<file path="src/rtl/hwpe_multistream_fsm_if.sv">
// Control bundle between the multistream FSM and the streamers, engine and ucode unit.
// The master side is the FSM; the slave side is the datapath it sequences.
interface hwpe_multistream_fsm_if #(
    parameter int unsigned N_SRC = 2,
    parameter int unsigned N_SNK = 1,
    parameter int unsigned CNT_W = 16
) ();
    // req_start launches a stream in the cycle it is high; the FSM raises it only when every
    // enabled stream shows ready_start in that same cycle. ucode_done is meaningful only with ucode_valid.
    logic [N_SRC-1:0] src_req_start;
    logic [N_SRC-1:0] src_ready_start;
    logic [N_SNK-1:0] snk_req_start;
    logic [N_SNK-1:0] snk_ready_start;
    logic             engine_start;
    logic             engine_clear;
    logic             engine_enable;
    logic             engine_ready;
    logic [CNT_W-1:0] engine_cnt;
    logic             ucode_enable;
    logic             ucode_clear;
    logic             ucode_valid;
    logic             ucode_done;

    modport master (
        output src_req_start, snk_req_start, engine_start, engine_clear, engine_enable,
        output ucode_enable, ucode_clear,
        input  src_ready_start, snk_ready_start, engine_ready, engine_cnt, ucode_valid, ucode_done
    );

    modport slave (
        input  src_req_start, snk_req_start, engine_start, engine_clear, engine_enable,
        input  ucode_enable, ucode_clear,
        output src_ready_start, snk_ready_start, engine_ready, engine_cnt, ucode_valid, ucode_done
    );
endinterface

</file>
<file path="src/rtl/hwpe_multistream_fsm.sv">
// Control FSM sequencing start, per-tile compute, index update and termination of a
// multi-stream HWPE job; per-stream masks select which streamers take part.
module hwpe_multistream_fsm #(
    parameter int unsigned N_SRC  = 2,
    parameter int unsigned N_SNK  = 1,
    parameter int unsigned CNT_W  = 16,
    parameter int unsigned TILE_W = 16
) (
    input  logic                  clk_i,
    input  logic                  rst_ni,
    input  logic                  clear_i,
    input  logic                  start_i,
    input  logic [N_SRC-1:0]      src_mask_i,
    input  logic [N_SNK-1:0]      snk_mask_i,
    input  logic [CNT_W-1:0]      cnt_limit_i,
    hwpe_multistream_fsm_if.master ctrl,
    output logic                  done_o,
    output logic                  evt_o,
    output logic                  busy_o,
    output logic [TILE_W-1:0]     tile_cnt_o,
    output logic [2:0]            state_o
);

    typedef enum logic [2:0] {
        IDLE      = 3'd0,
        START     = 3'd1,
        WAIT      = 3'd2,
        COMPUTE   = 3'd3,
        UPDATEIDX = 3'd4,
        UPDWAIT   = 3'd5,
        TERMINATE = 3'd6
    } state_e;

    state_e             state_q, state_d;
    logic [TILE_W-1:0]  tile_cnt_q, tile_cnt_d;
    logic [N_SRC-1:0]   src_mask_q, src_mask_d;
    logic [N_SNK-1:0]   snk_mask_q, snk_mask_d;

    logic               all_ready;
    logic               launch;
    logic [N_SRC-1:0]   src_req;
    logic [N_SNK-1:0]   snk_req;
    logic               eng_start, eng_clear, eng_enable;
    logic               uc_enable, uc_clear;
    logic               done, evt;

    // Disabled streams count as ready so a partial-stream kernel never stalls on them.
    assign all_ready = (&(ctrl.src_ready_start | ~src_mask_q)) &
                       (&(ctrl.snk_ready_start | ~snk_mask_q));

    always_ff @(posedge clk_i) begin
        if (!rst_ni || clear_i) begin
            state_q    <= IDLE;
            tile_cnt_q <= '0;
            src_mask_q <= '0;
            snk_mask_q <= '0;
        end else begin
            state_q    <= state_d;
            tile_cnt_q <= tile_cnt_d;
            src_mask_q <= src_mask_d;
            snk_mask_q <= snk_mask_d;
        end
    end

    always_comb begin
        state_d    = state_q;
        tile_cnt_d = tile_cnt_q;
        src_mask_d = src_mask_q;
        snk_mask_d = snk_mask_q;
        launch     = 1'b0;
        src_req    = '0;
        snk_req    = '0;
        eng_start  = 1'b0;
        eng_clear  = 1'b1;
        eng_enable = 1'b1;
        uc_enable  = 1'b0;
        uc_clear   = 1'b0;
        done       = 1'b0;
        evt        = 1'b0;

        case (state_q)
            IDLE: begin
                uc_clear = 1'b1;
                if (start_i) begin
                    state_d    = START;
                    tile_cnt_d = '0;
                    src_mask_d = src_mask_i;
                    snk_mask_d = snk_mask_i;
                end
            end
            START: begin
                if (all_ready) begin
                    launch  = 1'b1;
                    state_d = COMPUTE;
                end else begin
                    state_d = WAIT;
                end
            end
            WAIT: begin
                eng_clear  = 1'b0;
                eng_enable = 1'b0;
                if (all_ready) begin
                    launch  = 1'b1;
                    state_d = COMPUTE;
                end
            end
            COMPUTE: begin
                eng_clear = 1'b0;
                if (ctrl.engine_cnt == cnt_limit_i) begin
                    evt        = 1'b1;
                    tile_cnt_d = tile_cnt_q + TILE_W'(1);
                    state_d    = UPDATEIDX;
                end else if (ctrl.engine_ready) begin
                    eng_start = 1'b1;
                end
            end
            UPDATEIDX: begin
                eng_clear = 1'b0;
                uc_enable = 1'b1;
                state_d   = UPDWAIT;
            end
            UPDWAIT: begin
                eng_clear  = 1'b0;
                eng_enable = 1'b0;
                if (ctrl.ucode_valid) begin
                    if (ctrl.ucode_done) begin
                        state_d = TERMINATE;
                    end else if (all_ready) begin
                        launch  = 1'b1;
                        state_d = COMPUTE;
                    end else begin
                        state_d = WAIT;
                    end
                end
            end
            TERMINATE: begin
                eng_clear  = 1'b0;
                eng_enable = 1'b0;
                if (all_ready) begin
                    done    = 1'b1;
                    state_d = IDLE;
                end
            end
            default: state_d = IDLE;
        endcase

        // A launch overrides the per-state engine controls in the cycle it happens.
        if (launch) begin
            src_req    = src_mask_q;
            snk_req    = snk_mask_q;
            eng_start  = 1'b1;
            eng_clear  = 1'b0;
            eng_enable = 1'b1;
        end
    end

    assign ctrl.src_req_start = src_req;
    assign ctrl.snk_req_start = snk_req;
    assign ctrl.engine_start  = eng_start;
    assign ctrl.engine_clear  = eng_clear;
    assign ctrl.engine_enable = eng_enable;
    assign ctrl.ucode_enable  = uc_enable;
    assign ctrl.ucode_clear   = uc_clear;

    assign done_o     = done;
    assign evt_o      = evt;
    assign busy_o     = (state_q != IDLE);
    assign tile_cnt_o = tile_cnt_q;
    assign state_o    = state_q;

endmodule
</file>
<file path="src/flat_wrapper.sv">
// flat-port wrapper written by rule: the top's interface ports become plain ports
module hwpe_multistream_fsm_flat 
#(
    parameter int unsigned N_SRC  = 2,
    parameter int unsigned N_SNK  = 1,
    parameter int unsigned CNT_W  = 16,
    parameter int unsigned TILE_W = 16
)
  (clk_i, rst_ni, clear_i, start_i, src_mask_i, snk_mask_i, cnt_limit_i, done_o, evt_o, busy_o, tile_cnt_o, state_o, ctrl_src_req_start, ctrl_snk_req_start, ctrl_engine_start, ctrl_engine_clear, ctrl_engine_enable, ctrl_ucode_enable, ctrl_ucode_clear, ctrl_src_ready_start, ctrl_snk_ready_start, ctrl_engine_ready, ctrl_engine_cnt, ctrl_ucode_valid, ctrl_ucode_done);
  hwpe_multistream_fsm_if #(.N_SRC(N_SRC), .N_SNK(N_SNK), .CNT_W(CNT_W)) ctrl_i ();
  input  logic clk_i;
  input  logic rst_ni;
  input  logic clear_i;
  input  logic start_i;
  input  logic [N_SRC-1:0] src_mask_i;
  input  logic [N_SNK-1:0] snk_mask_i;
  input  logic [CNT_W-1:0] cnt_limit_i;
  output logic done_o;
  output logic evt_o;
  output logic busy_o;
  output logic [TILE_W-1:0] tile_cnt_o;
  output logic [2:0] state_o;
  output wire logic [$bits(ctrl_i.src_req_start)-1:0] ctrl_src_req_start;
  output wire logic [$bits(ctrl_i.snk_req_start)-1:0] ctrl_snk_req_start;
  output wire logic [$bits(ctrl_i.engine_start)-1:0] ctrl_engine_start;
  output wire logic [$bits(ctrl_i.engine_clear)-1:0] ctrl_engine_clear;
  output wire logic [$bits(ctrl_i.engine_enable)-1:0] ctrl_engine_enable;
  output wire logic [$bits(ctrl_i.ucode_enable)-1:0] ctrl_ucode_enable;
  output wire logic [$bits(ctrl_i.ucode_clear)-1:0] ctrl_ucode_clear;
  input wire logic [$bits(ctrl_i.src_ready_start)-1:0] ctrl_src_ready_start;
  input wire logic [$bits(ctrl_i.snk_ready_start)-1:0] ctrl_snk_ready_start;
  input wire logic [$bits(ctrl_i.engine_ready)-1:0] ctrl_engine_ready;
  input wire logic [$bits(ctrl_i.engine_cnt)-1:0] ctrl_engine_cnt;
  input wire logic [$bits(ctrl_i.ucode_valid)-1:0] ctrl_ucode_valid;
  input wire logic [$bits(ctrl_i.ucode_done)-1:0] ctrl_ucode_done;
  assign ctrl_src_req_start = ctrl_i.src_req_start;
  assign ctrl_snk_req_start = ctrl_i.snk_req_start;
  assign ctrl_engine_start = ctrl_i.engine_start;
  assign ctrl_engine_clear = ctrl_i.engine_clear;
  assign ctrl_engine_enable = ctrl_i.engine_enable;
  assign ctrl_ucode_enable = ctrl_i.ucode_enable;
  assign ctrl_ucode_clear = ctrl_i.ucode_clear;
  assign ctrl_i.src_ready_start = ctrl_src_ready_start;
  assign ctrl_i.snk_ready_start = ctrl_snk_ready_start;
  assign ctrl_i.engine_ready = ctrl_engine_ready;
  assign ctrl_i.engine_cnt = ctrl_engine_cnt;
  assign ctrl_i.ucode_valid = ctrl_ucode_valid;
  assign ctrl_i.ucode_done = ctrl_ucode_done;
  hwpe_multistream_fsm #(.N_SRC(N_SRC), .N_SNK(N_SNK), .CNT_W(CNT_W), .TILE_W(TILE_W)) u_core (.clk_i(clk_i), .rst_ni(rst_ni), .clear_i(clear_i), .start_i(start_i), .src_mask_i(src_mask_i), .snk_mask_i(snk_mask_i), .cnt_limit_i(cnt_limit_i), .ctrl(ctrl_i), .done_o(done_o), .evt_o(evt_o), .busy_o(busy_o), .tile_cnt_o(tile_cnt_o), .state_o(state_o));
endmodule
</file>
<file path="config.mk">
export PLATFORM = sky130hd
export DESIGN_NAME = hwpe_multistream_fsm_flat
export DESIGN_NICKNAME = d
export VERILOG_FILES = /design/src/rtl/hwpe_multistream_fsm_if.sv /design/src/rtl/hwpe_multistream_fsm.sv /design/src/flat_wrapper.sv
export SDC_FILE = /design/constraint.sdc
export NUM_CORES = 1
export LEC_CHECK = 0
export CAP_MARGIN = 20
export CORE_MARGIN = 4
export CORE_UTILIZATION = 40
export DETAILED_ROUTE_END_ITERATION = 16
export PLACE_DENSITY = 0.92
export SLEW_MARGIN = 15
export SYNTH_ARGS = -nofsm -noshare
export SYNTH_HDL_FRONTEND = slang
export SYNTH_SLANG_ARGS = --single-unit
</file>
<file path="constraint.sdc">
create_clock -name clk_i -period 2.4 [get_ports clk_i]
set_input_delay 0.48 -clock clk_i [delete_from_list [all_inputs] [get_ports clk_i]]
set_output_delay 0.48 -clock clk_i [all_outputs]
set_load 0.005 [all_outputs]
</file>
=== Yosys cells after proc, flatten, opt, wreduce, memory -nomap -nowiden ===
Cells that the tools add are included.

* Register bits: 22
* Latch bits: 0
* Bits in writable memories: 0
* ROM bits: 0
* Output and inout bits: 30
* Logic and storage cells: 64
* Memories: 0

* Add/subtract/negate cells: 1
* Multiply operators: 0
* Div/mod/pow operators: 0
* $lt $le $gt $ge: 0
* Equal/unequal tests: 12
* Shifts and indexed selects: 0
* Multiplexer cells: 30
* Bitwise gates (word level): 5
* Reduce and logical (&&, ||, !) cells: 12

{| class="wikitable"
|+ Operators with widths
! operator !! number
|-
| $mux 16 || 2
|-
| $pmux 16 s2 || 1
|-
| $pmux 3 s7 || 1
|-
| $mux 1 || 18
|-
| $mux 3 || 6
|-
| $add 16x1->16 const B || 1
|-
| $eq 16x16->1 || 1
|-
| $eq 3x3->1 const B || 3
|-
| $eq 3x2->1 const B || 2
|-
| $ne 2x1->1 const B || 3
|-
| $reduce_and 5->1 || 1
|-
| $reduce_or 5->1 || 1
|-
| $ne 2x2->1 const B || 2
|-
| $reduce_and 2->1 || 2
|-
| $eq 3x1->1 const B || 1
|-
| $logic_not 3->1 || 1
|-
| $reduce_and 3->1 || 1
|-
| $reduce_bool 3->1 || 1
|-
| $reduce_or 3->1 || 1
|-
| $mux 2 || 1
|-
| $not 2->2 || 1
|-
| $or 2x2->2 || 1
|-
| $pmux 1 s2 || 1
|-
| $reduce_bool 2->1 || 1
|-
| other kinds (6) || 6
|}

=== Depth between registers and ports, before layout ===
* Word-level depth: 9
* Gate-level depth with buffers: 7
* Mapped depth without buffers: 5

=== Worst setup path after synthesis ===
OpenSTA, ideal clock, no wires.

* Path type: in2out
* Start: input cnt_limit_i[7]
* End: output ctrl_engine_start
* Arrival: 1636 ps
* Data required time: 1920 ps
* Path slack: 284 ps
* Stages on the path: 6
* Path buffers: 2
* Path through: xor2_1 nor4_1 nand4_1 clkbuf_1 clkbuf_1 a31o_2

* Longest elaborated chain between the ends: 4

{| class="wikitable"
|+ Ends and longest elaborated chain
! item !! line !! text
|-
| start: declaration || flat_wrapper.sv:17 || <nowiki>input logic [CNT_W-1:0] cnt_limit_i;</nowiki>
|-
| $eq 16x16->1 || hwpe_multistream_fsm.sv:109 || <nowiki>if (ctrl.engine_cnt == cnt_limit_i) begin</nowiki>
|-
| $mux 1 || hwpe_multistream_fsm.sv:109 ||
|-
| $mux 1 || hwpe_multistream_fsm.sv:81 || <nowiki>case (state_q)</nowiki>
|-
| $mux 1 || hwpe_multistream_fsm.sv:148 || <nowiki>if (launch) begin</nowiki>
|-
| end: declaration || flat_wrapper.sv:25 || <nowiki>output wire logic [$bits(ctrl_i.engine_start)-1:0] ctrl_engine_start;</nowiki>
|}

Every way passes these cells.

=== Worst setup path in the final report ===
* Start: input ctrl_engine_cnt[13]
* End: output ctrl_engine_start

* Longest elaborated chain between the ends: 4

{| class="wikitable"
|+ Ends and longest elaborated chain
! item !! line !! text
|-
| start: declaration || flat_wrapper.sv:33 || <nowiki>input wire logic [$bits(ctrl_i.engine_cnt)-1:0] ctrl_engine_cnt;</nowiki>
|-
| $eq 16x16->1 || hwpe_multistream_fsm.sv:109 ||
|-
| $mux 1 || hwpe_multistream_fsm.sv:109 ||
|-
| $mux 1 || hwpe_multistream_fsm.sv:81 ||
|-
| $mux 1 || hwpe_multistream_fsm.sv:148 ||
|}

Every way passes these cells.

==> impl_results.rst <==
.. list-table::
   :header-rows: 1

   * - Metric
     - Value
   * - Number of nets in the finished design
     - about 330
   * - Net count of the mapped netlist
     - about 230
   * - Drt total wl
     - about 5300 microns
   * - Standard-cell row count
     - 21
   * - Smallest setup slack after layout
     - 0.05166 ns
   * - Number of slew-limit violations in the final report
     - 0
   * - Diode count
     - 0
   * - TritonCTS clock tree
     - done
   * - Post-detailed-placement half-perimeter wirelength
     - approximately 3600 microns
   * - Post-Place Cell Area
     - 2369 sq um
   * - Port Buffers
     - between 70 and 80
   * - Switching share of power
     - roughly 26%
   * - Number of buffers added to fix hold violations after cts
     - 0
   * - Fraction of final layout cells with drive strength greater than 1
     - a little over a fifth
   * - Layout overhead on the synthesized area
     - 65.47%
   * - Wire length per cell
     - between 15 and 20 microns
   * - Yosys warnings
     - 0
   * - Setup Viol. Count Final
     - 0
   * - Category of the worst setup path launch point
     - input pin
   * - Post-synth ARST share
     - 0%
   * - Clk_lat worst skew
     - approximately 0.27 ns
   * - Arrival time worst endpoint
     - 1.87 ns
   * - Die outline area
     - around 4700 sq um
   * - Via count of the first global-routing pass
     - 1,727
   * - Pin count of the biggest net entering global routing
     - 28
   * - Clock Root Buffer
     - clkbuf_8
   * - Number of synthesized flops with an enable pin
     - 0
   * - Max Clock Freq
     - between 400 and 500 MHz
   * - Outcome
     - finished clean
   * - Die X-Extent
     - roughly 69 microns
   * - R2R setup slack
     - ~0.3 ns
   * - Clock-pin transition on the worst setup and hold timing paths
     - 0.08 ns
   * - Vias
     - 1,848
   * - Gate count after technology mapping
     - roughly 190
   * - Vert. Die Dim
     - slightly below 70 microns
   * - IR Drop Worst-Case VDD
     - approximately 0.45 mV
   * - Synthesized area per cell
     - 7.933 sq um
   * - Antenna violations before repair
     - 0
   * - Initial DRC count
     - just over 90
   * - Net switching component of the power
     - 215.2 uW
   * - Type of the setup path with the least slack
     - input pin to output port
   * - Sort of element at the end of the critical path
     - output port
   * - Slew at the pin closest to its max-slew limit
     - roughly 0.4 ns
   * - Number of buffers on the longest clock path
     - 2
   * - Leakage component of the power
     - about 0.001 uW
   * - Worst setup slack after placement
     - -0.5814 ns
   * - Share of total power in the clock network
     - approximately 33%
   * - P per Cell Area
     - 345.8 nW/um^2
   * - Number of flip-flops and latches in the synthesized netlist
     - 22
   * - Total global routing overflow
     - 0
   * - Required time at the worst-slack endpoint
     - 1.92 ns
   * - Count of unique library cells instantiated by Yosys
     - 40
   * - Internal power summed over all cells
     - between 600 and 700 uW
   * - Finished Core Util
     - between 70% and 80%
   * - Number of sinks driven by the clock tree
     - 22
   * - Total routing resource utilization after global routing
     - around 22%
   * - Clock buffers created by TritonCTS
     - 3
   * - Initial Utilization
     - approximately 43%
   * - Final min period
     - around 2.3 ns
   * - Final cycle utilization of the critical path
     - between 90% and 100%
   * - Overall power consumption
     - between 800 and 900 uW
   * - Placeable core region
     - about 3400 sq um
   * - # H-tree levels
     - 1
   * - Main synth FF type
     - dfxtp_1
   * - Final count of hold timing violations
     - 0
   * - Post-synthesis instance area
     - between 1000 and 1500 sq um
   * - Final weighted congestion of routability-driven global placement
     - about 0.83
   * - Setup skew after layout
     - 0.004176 ns
   * - Mean number of vias per cell
     - approximately 5.7
   * - Portion of the post-synthesis area used by sequential elements
     - a little under a third
   * - Global-route wire length before repair
     - between 7000 and 8000 microns
   * - Power share of the sequential group
     - between 40 and 50%
   * - Post-route DRC
     - 0
   * - Slew Limit Headroom
     - approximately three quarters
   * - Combinational power share
     - 22.8%
   * - Type of the most critical hold path
     - flip-flop to flip-flop
   * - Boundary Pins
     - 75
   * - DRT antenna net count
     - 0
   * - Detailed-router iteration count before antenna repair
     - 4
   * - Critical Path Fanout Max
     - 2
   * - Maximum Capacitance Violations
     - 0
   * - Fin area
     - between 2000 and 2500 sq um
   * - Sum Neg Setup Slack
     - 0 ns
==> cell type report <==
cell class,instances,area [sq um]
multi-input cells,148,994.7
flip-flops and latches,22,440.4
inverters,7,28.78
clock buffers,4,55.05
well taps,46,57.56
fillers,279,1013
repair buffers,99,852.1
==> critical path: stages <==
cell and delay, ns:
clkdlybuf4s15_1 0.17, xor2_1 0.17, nor4_2 0.27, nand4_1 0.22, buf_4 0.21, a31o_4 0.23, buf_6 0.11
==> synthesized netlist by cell type (5+ instances only) <==
library cell	count	area share (%)
nor4_1	9	3.8
inv_1	6	1.5
nand3_1	6	2.0
dfxtp_1	22	30
mux2i_1	7	4.8
o21ai_0	12	4.1
clkbuf_1	5	1.3
a21oi_1	10	3.4
nand2_1	20	5.1
xor2_1	16	9.5
nand2b_1	7	3.0
or4_1	7	3.6
nor2_1	8	2.0
==> final timing paths <==
check / end / cells after the start / startpoint
setup / recovery: ctrl_engine_start / 7 / ctrl_engine_cnt[13]
hold / removal: u_core.tile_cnt_o[14] / 2 / u_core.tile_cnt_o[14]
setup reg to reg: u_core.tile_cnt_o[15] / 5 / u_core.state_o[1]
hold reg to reg: u_core.tile_cnt_o[14] / 2 / u_core.tile_cnt_o[14]
==> registers in the layout, summed over array words and instances, names as in the netlist <==
signal and cells:
u_core.tile_cnt_o 16, u_core.src_mask_q 2, u_core.snk_mask_q 1, u_core.state_o 3
==> metrics by stage <==
| stage | hold WS [ns] | std cells |
|---|---|---|
| final | 0.4950 | 326 |
| after global routing | 0.5336 | 326 |
| after CTS | 0.4995 | 325 |
| after detailed placement | 0.4879 | 316 |
| after global placement | 0.4656 | 316 |
| after floorplan | 0.4675 | 185 |
==> logic make-up after synthesis <==
group           synth area share, %
compound gates                19.52
xor+xnor                      9.548
fa+ha+maj                    0.8524
buf+inv                       4.689
flops                         30.01
mux                           4.774
simple gates                  30.61
==> layout by cell type, fill, tap and decap left out, types with 5 or more instances in the layout <==
cell type / instances
or4_1: 7
clkdlybuf4s15_1: 15
nand3_1: 6
nor2_1: 8
buf_4: 24
inv_1: 5
nand2b_1: 7
nand2_1: 20
o21ai_0: 12
a21oi_1: 10
nor4_1: 7
mux2i_1: 7
dfxtp_1: 22
dlygate4sd2_1: 8
clkdlybuf4s50_1: 30
xor2_1: 16
clkbuf_2: 13
==> routing by layer <==
metal	wire length, microns	vias to the layer above	part of all wire [%]	global-route usage (%)
li1	-	879	-	-
met1	1954	862	37	23.74
met2	2754	89	52	39.45
met3	399	18	7.6	5.511
met4	169	0	3.2	8.437
met5	0	-	0	0
==> what timing repair did <==
item	CTS	global route
endpoints found under the setup margin	16	11
resized for setup	69	41
pin swaps	18	19
setup buffers	5	1
==> power by group through the flow <==
stage / Clock [uW] / Sequential [uW] / Combinational (uW)
4_1_cts: 273 / 373 / 183
5_1_grt: 296 / 374 / 206
3_5_place_dp: 0 / 381 / 191
3_3_place_gp: 0 / 382 / 185
2_1_floorplan: 0 / 380 / 64.6
6_report: 275 / 373 / 191
No activity file was read; power rests on OpenSTA's default activity.
